### src/rtl/conv_enc_pkg.sv
// Shared definitions for the streaming rate-1/2 convolutional encoder:
// default generator polynomials, FSM encoding and a parity helper.
package conv_enc_pkg;

    localparam logic [2:0] CONV_G0_K3 = 3'o7;
    localparam logic [2:0] CONV_G1_K3 = 3'o5;
    localparam logic [6:0] CONV_G0_K7 = 7'o171;
    localparam logic [6:0] CONV_G1_K7 = 7'o133;

    typedef enum logic {
        S_DATA,
        S_TAIL
    } fsm_t;

    function automatic logic parity(input logic [31:0] v);
        return ^v;
    endfunction

endpackage

### src/rtl/conv_enc_step.sv
// Combinational unrolled encoder: processes the first nbits info bits (MSB first)
// from the given shift state; unused coded LSB pairs are zero.
module conv_enc_step
    import conv_enc_pkg::*;
#(
    parameter int              DATA_W = 8,
    parameter int              K      = 3,
    parameter logic [K-1:0]    G0     = CONV_G0_K3,
    parameter logic [K-1:0]    G1     = CONV_G1_K3
) (
    input  logic [DATA_W-1:0]          info,
    input  logic [K-2:0]               state,
    input  logic [$clog2(DATA_W+1)-1:0] nbits,
    output logic [2*DATA_W-1:0]        coded,
    output logic [K-2:0]               state_next
);

    localparam int NB_W = $clog2(DATA_W + 1);

    // chain[i] is the shift state seen by info bit i (bit 0 = oldest history bit)
    logic [DATA_W:0][K-2:0] chain;

    assign chain[0] = state;

    genvar gi;
    generate
        for (gi = 0; gi < DATA_W; gi++) begin : g_bit
            logic         u;
            logic         active;
            logic [K-1:0] w;

            assign u      = info[DATA_W-1-gi];
            assign active = NB_W'(gi) < nbits;
            assign w      = {u, chain[gi]};

            assign chain[gi+1] = active ? {u, chain[gi][K-2:1]} : chain[gi];
            assign coded[2*DATA_W-1-2*gi -: 2] =
                active ? {parity(32'(w & G0)), parity(32'(w & G1))} : 2'b00;
        end
    endgenerate

    assign state_next = chain[DATA_W];

endmodule

### src/rtl/conv_encoder_stream.sv
// Streaming rate-1/2 convolutional encoder with a single output register stage
// and optional zero-tail flush beat at the end of each frame.
module conv_encoder_stream
    import conv_enc_pkg::*;
#(
    parameter int           DATA_W  = 8,
    parameter int           K       = 3,
    parameter logic [K-1:0] G0      = CONV_G0_K3,
    parameter logic [K-1:0] G1      = CONV_G1_K3,
    parameter bit           TAIL_EN = 1'b1
) (
    input  logic                  clk,
    input  logic                  reset,
    input  logic [DATA_W-1:0]     in_data,
    input  logic                  in_valid,
    input  logic                  in_last,
    output logic                  in_ready,
    output logic [2*DATA_W-1:0]   out_data,
    output logic                  out_valid,
    output logic                  out_tail,
    output logic                  out_last,
    input  logic                  out_ready
);

    localparam int NB_W = $clog2(DATA_W + 1);

    fsm_t                  fsm_reg, fsm_next;
    logic [K-2:0]          shift_reg, shift_next;
    logic [2*DATA_W-1:0]   out_data_reg, out_data_next;
    logic                  out_valid_reg, out_valid_next;
    logic                  out_tail_reg, out_tail_next;
    logic                  out_last_reg, out_last_next;

    logic                  slot_free;
    logic                  accept;
    logic [DATA_W-1:0]     step_info;
    logic [NB_W-1:0]       step_nbits;
    logic [2*DATA_W-1:0]   step_coded;
    logic [K-2:0]          step_state;

    assign slot_free = !out_valid_reg || out_ready;
    assign in_ready  = !reset && (fsm_reg == S_DATA) && slot_free;
    assign accept    = in_valid && in_ready;

    // The single step instance is shared: the tail beat is K-1 zero info bits
    assign step_info  = (fsm_reg == S_TAIL) ? '0 : in_data;
    assign step_nbits = (fsm_reg == S_TAIL) ? NB_W'(K - 1) : NB_W'(DATA_W);

    conv_enc_step #(
        .DATA_W (DATA_W),
        .K      (K),
        .G0     (G0),
        .G1     (G1)
    ) u_step (
        .info       (step_info),
        .state      (shift_reg),
        .nbits      (step_nbits),
        .coded      (step_coded),
        .state_next (step_state)
    );

    always_ff @(posedge clk) begin
        if (reset) begin
            fsm_reg       <= S_DATA;
            shift_reg     <= '0;
            out_data_reg  <= '0;
            out_valid_reg <= 1'b0;
            out_tail_reg  <= 1'b0;
            out_last_reg  <= 1'b0;
        end else begin
            fsm_reg       <= fsm_next;
            shift_reg     <= shift_next;
            out_data_reg  <= out_data_next;
            out_valid_reg <= out_valid_next;
            out_tail_reg  <= out_tail_next;
            out_last_reg  <= out_last_next;
        end
    end

    always_comb begin
        fsm_next       = fsm_reg;
        shift_next     = shift_reg;
        out_data_next  = out_data_reg;
        out_valid_next = out_valid_reg;
        out_tail_next  = out_tail_reg;
        out_last_next  = out_last_reg;

        case (fsm_reg)
            S_DATA: begin
                if (accept) begin
                    out_data_next  = step_coded;
                    out_valid_next = 1'b1;
                    out_tail_next  = 1'b0;
                    out_last_next  = in_last && !TAIL_EN;
                    shift_next     = step_state;
                    if (in_last) begin
                        if (TAIL_EN) begin
                            fsm_next = S_TAIL;
                        end else begin
                            shift_next = '0;
                        end
                    end
                end else if (out_ready) begin
                    out_valid_next = 1'b0;
                end
            end
            S_TAIL: begin
                if (slot_free) begin
                    out_data_next  = step_coded;
                    out_valid_next = 1'b1;
                    out_tail_next  = 1'b1;
                    out_last_next  = 1'b1;
                    shift_next     = '0;
                    fsm_next       = S_DATA;
                end
            end
            default: fsm_next = S_DATA;
        endcase
    end

    assign out_data  = out_data_reg;
    assign out_valid = out_valid_reg;
    assign out_tail  = out_tail_reg;
    assign out_last  = out_last_reg;

endmodule

### config.mk
export PLATFORM = sky130hd
export DESIGN_NAME = conv_encoder_stream
export DESIGN_NICKNAME = d
export VERILOG_FILES = /design/src/rtl/conv_enc_pkg.sv /design/src/rtl/conv_enc_step.sv /design/src/rtl/conv_encoder_stream.sv
export SDC_FILE = /design/constraint.sdc
export NUM_CORES = 1
export LEC_CHECK = 0
export CAP_MARGIN = 15
export CELL_PAD_IN_SITES_DETAIL_PLACEMENT = 1
export CELL_PAD_IN_SITES_GLOBAL_PLACEMENT = 2
export CORE_ASPECT_RATIO = 0.6
export CORE_UTILIZATION = 28
export CTS_CLUSTER_DIAMETER = 120
export CTS_CLUSTER_SIZE = 30
export DETAILED_ROUTE_END_ITERATION = 16
export PLACE_DENSITY_LB_ADDON = 0.3
export SKIP_CTS_REPAIR_TIMING = 1
export SYNTH_ARGS = -nofsm -noshare
export SYNTH_HDL_FRONTEND = slang
export SYNTH_SLANG_ARGS = --single-unit
### constraint.sdc
create_clock -name clk -period 2.9 [get_ports clk]
set_clock_uncertainty 0.05 [all_clocks]
set_input_delay 0.58 -clock clk [delete_from_list [all_inputs] [get_ports clk]]
set_output_delay 0.58 -clock clk [all_outputs]
set_load 0.05 [all_outputs]
**After elaboration in Yosys (flattened, before gate mapping)**

Cells that the tools add are included.

- Bits in registers: 21
- Input bits: 13
- Output and inout port bits: 20
- Logic and storage cells: 75

- Magnitude comparators: 8
- Equality and inequality tests: 3
- Mux-type cells: 34
- Bitwise gates (word level): 1
- Reduce and logical (&&, ||, !) cells: 24

Operators by type and width:

| operator | count |
|---|---|
| 32-bit parity | 16 |
| 2-bit 2-to-1 mux | 18 |
| 16-bit 2-to-1 mux | 2 |
| 16-bit one-hot mux with 2 select lines | 1 |
| 3-bit by 4-bit less-than comparator with 1-bit output, first input constant | 4 |
| 1-bit by 4-bit less-than comparator with 1-bit output, first input constant | 2 |
| 2-bit by 4-bit less-than comparator with 1-bit output, first input constant | 2 |
| 8-bit 2-to-1 mux | 1 |
| 1-bit 2-to-1 mux | 7 |
| 1-bit one-hot mux with 2 select lines | 3 |
| 4-bit 2-to-1 mux | 1 |
| 2-bit one-hot mux with 2 select lines | 1 |
| 2-bit AND reduction | 2 |
| 1-bit logical AND | 3 |
| 3-bit != test, second input constant | 1 |
| 1-bit zero test | 2 |
| 2-bit by 1-bit != test with 1-bit output, second input constant | 1 |
| 2-bit != test, second input constant | 1 |
| 1-bit logical OR | 1 |
| 1-bit NOT | 1 |

**Logic depth before layout (Yosys ltp)**

- Depth after elaboration: 13
- Mapped depth: 6
- Depth with buffers taken out: 4

**Modules after synthesis**

From an unflattened synthesis, not the netlist that was laid out.

- Cell total of the unflattened synthesis: 181
- Area, all modules: 1,451.4 um^2

By module, submodules not included:

| module | instances | cells an instance | area an instance (um^2) | seq. area each (um^2) |
|---|---|---|---|---|
| conv_encoder_stream | 1 | 108 | 938.4 | 420.4 |
| conv_enc_step | 1 | 73 | 513.0 | 0.0 |

**Worst setup path before layout**

No wires, ideal clock.

- Path type: flip-flop to output port
- Start: register out_valid_reg (netlist: out_valid)
- End: output port in_ready
- Arrival: 1.916 ns
- Data required time: 2.270 ns
- Path slack: 0.354 ns
- Cell stages (with the launch flop): 4
- Buffers on the path: 1
- Cells stage by stage: dfxtp_1 > nor2b_1 > buf_2 > nor3_1

- Cells in the longest elaborated chain, start to end: 3

Ends and longest elaborated chain:

| what | RTL line | source |
|---|---|---|
| start, declared | conv_encoder_stream.sv:30 | `logic out_valid_reg, out_valid_next;` |
| start signal, assigned | conv_encoder_stream.sv:74 | `out_valid_reg <= out_valid_next;` |
| 1-bit zero test | conv_encoder_stream.sv:41 | `assign slot_free = !out_valid_reg \|\| out_ready;` |
| 1-bit logical OR | conv_encoder_stream.sv:41 |  |
| 1-bit logical AND | conv_encoder_stream.sv:42 | `assign in_ready = !reset && (fsm_reg == S_DATA) && slot_free;` |
| end, declared | conv_encoder_stream.sv:17 | `output logic in_ready,` |

Every way passes these cells.

**Worst setup path after layout**

- Start: input port out_ready
- End: output port in_ready

- Cells in the longest elaborated chain, start to end: 2

Ends and longest elaborated chain:

| what | RTL line | source |
|---|---|---|
| start, declared | conv_encoder_stream.sv:22 | `input logic out_ready` |
| 1-bit logical OR | conv_encoder_stream.sv:41 |  |
| 1-bit logical AND | conv_encoder_stream.sv:42 |  |

Every way passes these cells.

==> flow_summary.ini <==
[detailed_routing]
drtIter0Drc = 43
wl_um = 2610
drc = 0
ant_nets = 0
via_count = 869
first_pass_iters = 3
wl_per_cell_um = 14.2
viasPerCell = 4.72

[placement]
place.gp.congestion = 0.684
hpwl_um = 2000
portBuffers = 32
post-place-ws_ns = 0.557
dp_cells = 180
dpl_cell_area_um2 = 1370

[cts]
cts_made_buffers = 3
clkTransAtPathRegs_ns = 0.08
h-tree-depth = 1
cts_tree = done
clock_sinks = 21
clkLatencyLatePin_ns = 0.26
clock-root-buffer = clkbuf_8
cts_buffer_depth = 2

[job]
drv_cap = 0

[die]
initial_core_util_pct = 30.3
io_pins = 33
fp.dieW_um = 80.1
die_y_um = 48.9
core.rowCount = 16
core_area_um2 = 3380
dieArea_um2 = 3920

[synthesis]
syn_area_um2 = 1030
yosysWarningCount = 0
ys_seq_area_share_pct = 41.0
synth_area_per_cell_um2 = 9.33
yosysTopAreaCellShare_pct = 41.0
synth.area.top_cells = dfxtp_1 41%, xnor2_1 14%, nor2_1 5.1%
yosysTopAreaCell = dfxtp_1
netlist_instances = 110
syn-num-nets = 123
yosys_register_bits = 21
synth_cell_type_count = 30

[pwr]
ir_drop_mv = 0.269
leakage_nw = 0.506
powerDensity_nw_per_um2 = 546

[finish]
largest_register_ffs = 16
seqCellArea_um2 = 420
utilization_pct = 41.8
layout-drive-gt1-share_pct = 10.1
syn2layout_area_growth_pct = 37.8
finalNonFillerCells = 184
diodes = 0
nets = 153
multi_input_area_um2 = 539
n_fill_cell = 388
final_area_um2 = 1410

[setup_path]
crit_path_end_kind = output pin
cp_cell_sequence = clkdlybuf4s50_1 -> nor2b_1 -> nor3_1 -> buf_12
critPathArrivalTime_ns = 1.60
worstSetupPathType = input port to output pin
required_ns = 2.27
crit_family = buffers and inverters
path_buf_inv = 2
cp_max_fo = 2
crit_path_top_delay_cell = clkdlybuf4s50_1
cp-start-kind = input port
slowest_delay_ns = 0.48

[sta]
setup_viol = 0
drv_slew = 0
period_minus_slack_ns = 2.23
period_share_pct = 77.0
timing_hold_violations_final = 0
final.setup.tns_ns = 0
worst_pin_slew_ns = 0.597
rsz0062_at_grt = false
worst_slack_ns = 0.666
slew_headroom_pct = 60.2
fmax_ghz = 0.448

[grt]
antenna_found_initial = 0
grt_pass1_vias = 805
grt_max_degree = 17
grt-ovfl-total = 0
grt_pass1_wl_um = 4200
grt_usage_pct = 14.1

[run_status]
status = finished clean

[worst_hold_path]
hold_path.class = flop to flop
==> where the power goes <==
group / switching [W] / leakage [nW] / internal [W] / total, W
combinational: 0.000147 / 0.311 / 0.0000994 / 0.000247
sequential: 0.0000155 / 0.173 / 0.000311 / 0.000326
clock: 0.000100 / 0.0228 / 0.0000979 / 0.000198
==> final timing paths <==
| check | startpoint | end | slack, ns | depth (start not counted) |
|---|---|---|---|---|
| setup reg to reg | fsm_reg$_SDFF_PP0_ | out_data[2]$_SDFFE_PP0P_ | 1.10 | 4 |
| hold reg to reg | out_data[10]$_SDFFE_PP0P_ | out_data[10]$_SDFFE_PP0P_ | 0.44 | 2 |
| setup / recovery | out_ready | in_ready | 0.67 | 4 |
| hold / removal | out_data[10]$_SDFFE_PP0P_ | out_data[10]$_SDFFE_PP0P_ | 0.44 | 2 |
==> tightest hold or removal path, cell delays in order, from the launching register on <==
cell     delay, ns
dfxtp_1       0.32
o21ai_0       0.07
a21oi_1       0.06
==> per-stage QoR <==
stage	hold WS, ns	power (W)
after global routing	0.450	0.000811
after detailed placement	0.419	0.000581
final	0.437	0.000771
after global placement	0.416	0.000577
after floorplan	0.435	0.000501
after CTS	0.444	0.000776
==> routing by layer <==
layer	vias up	track usage [%]	part of all wire, %
met2	16	20.5	43
met4	0	1.79	0.57
met1	420	20.5	51
met3	2	4.67	4.5
li1	431	-	-
met5	-	0	0
==> cells in the mapped netlist <==
master,instances
inv_2,1
nor3b_1,1
nor2b_1,3
buf_6,2
inv_1,1
dfxtp_1,21
a21oi_2,1
buf_2,5
xor2_1,2
a22oi_1,1
nand4_1,3
nor2_2,1
a21oi_1,7
nand2b_4,1
buf_4,1
a31o_1,1
nor3_1,2
a211oi_2,2
nor3_2,1
a22o_1,6
xnor2_1,16
or3_1,1
mux2i_1,3
nand3_1,2
o21ai_0,6
xnor2_2,1
clkbuf_1,1
nand2b_1,1
nor2_1,14
nand2_1,2
==> final cells by class <==
type	instances	share of cell area, %
timing repair buffer	34	24.4
multi-input combinational	78	38.1
sequential	21	29.7
clock buffer	4	3.19
tap	45	3.98
inverter	2	0.531
==> cells by family (layout without fill, tap and decap cells) <==
| family | count (synthesis) | after routing | synth area share [%] |
|---|---|---|---|
| multiplexers | 3 | 3 | 2.93 |
| buffers and inverters | 11 | 40 | 6.46 |
| AND/OR/NAND/NOR | 32 | 32 | 16.3 |
| XOR/XNOR | 19 | 19 | 17.0 |
| flip-flops | 21 | 21 | 41.0 |
| AO/OA/AOI/OAI | 24 | 24 | 16.3 |
==> placed cells by master, fill, tap and decap left out <==
cell type | netlist | layout
a211oi_2 | 2 | 2
a21oi_1 | 7 | 7
a21oi_2 | 1 | 1
a22o_1 | 6 | 6
a22oi_1 | 1 | 1
a31o_1 | 1 | 1
buf_12 | 0 | 1
buf_4 | 1 | 2
clkbuf_1 | 1 | 1
clkbuf_8 | 0 | 3
clkdlybuf4s50_1 | 0 | 31
dfxtp_1 | 21 | 21
inv_1 | 1 | 1
inv_2 | 1 | 1
mux2i_1 | 3 | 3
nand2_1 | 2 | 2
nand2b_1 | 1 | 1
nand2b_4 | 1 | 1
nand3_1 | 2 | 2
nand4_1 | 3 | 3
nor2_1 | 14 | 14
nor2_2 | 1 | 1
nor2b_1 | 3 | 3
nor3_1 | 2 | 2
nor3_2 | 1 | 1
nor3b_1 | 1 | 1
o21ai_0 | 6 | 6
or3_1 | 1 | 1
xnor2_1 | 16 | 16
xnor2_2 | 1 | 1
xor2_1 | 2 | 2
No activity file was read; power rests on OpenSTA's default activity.
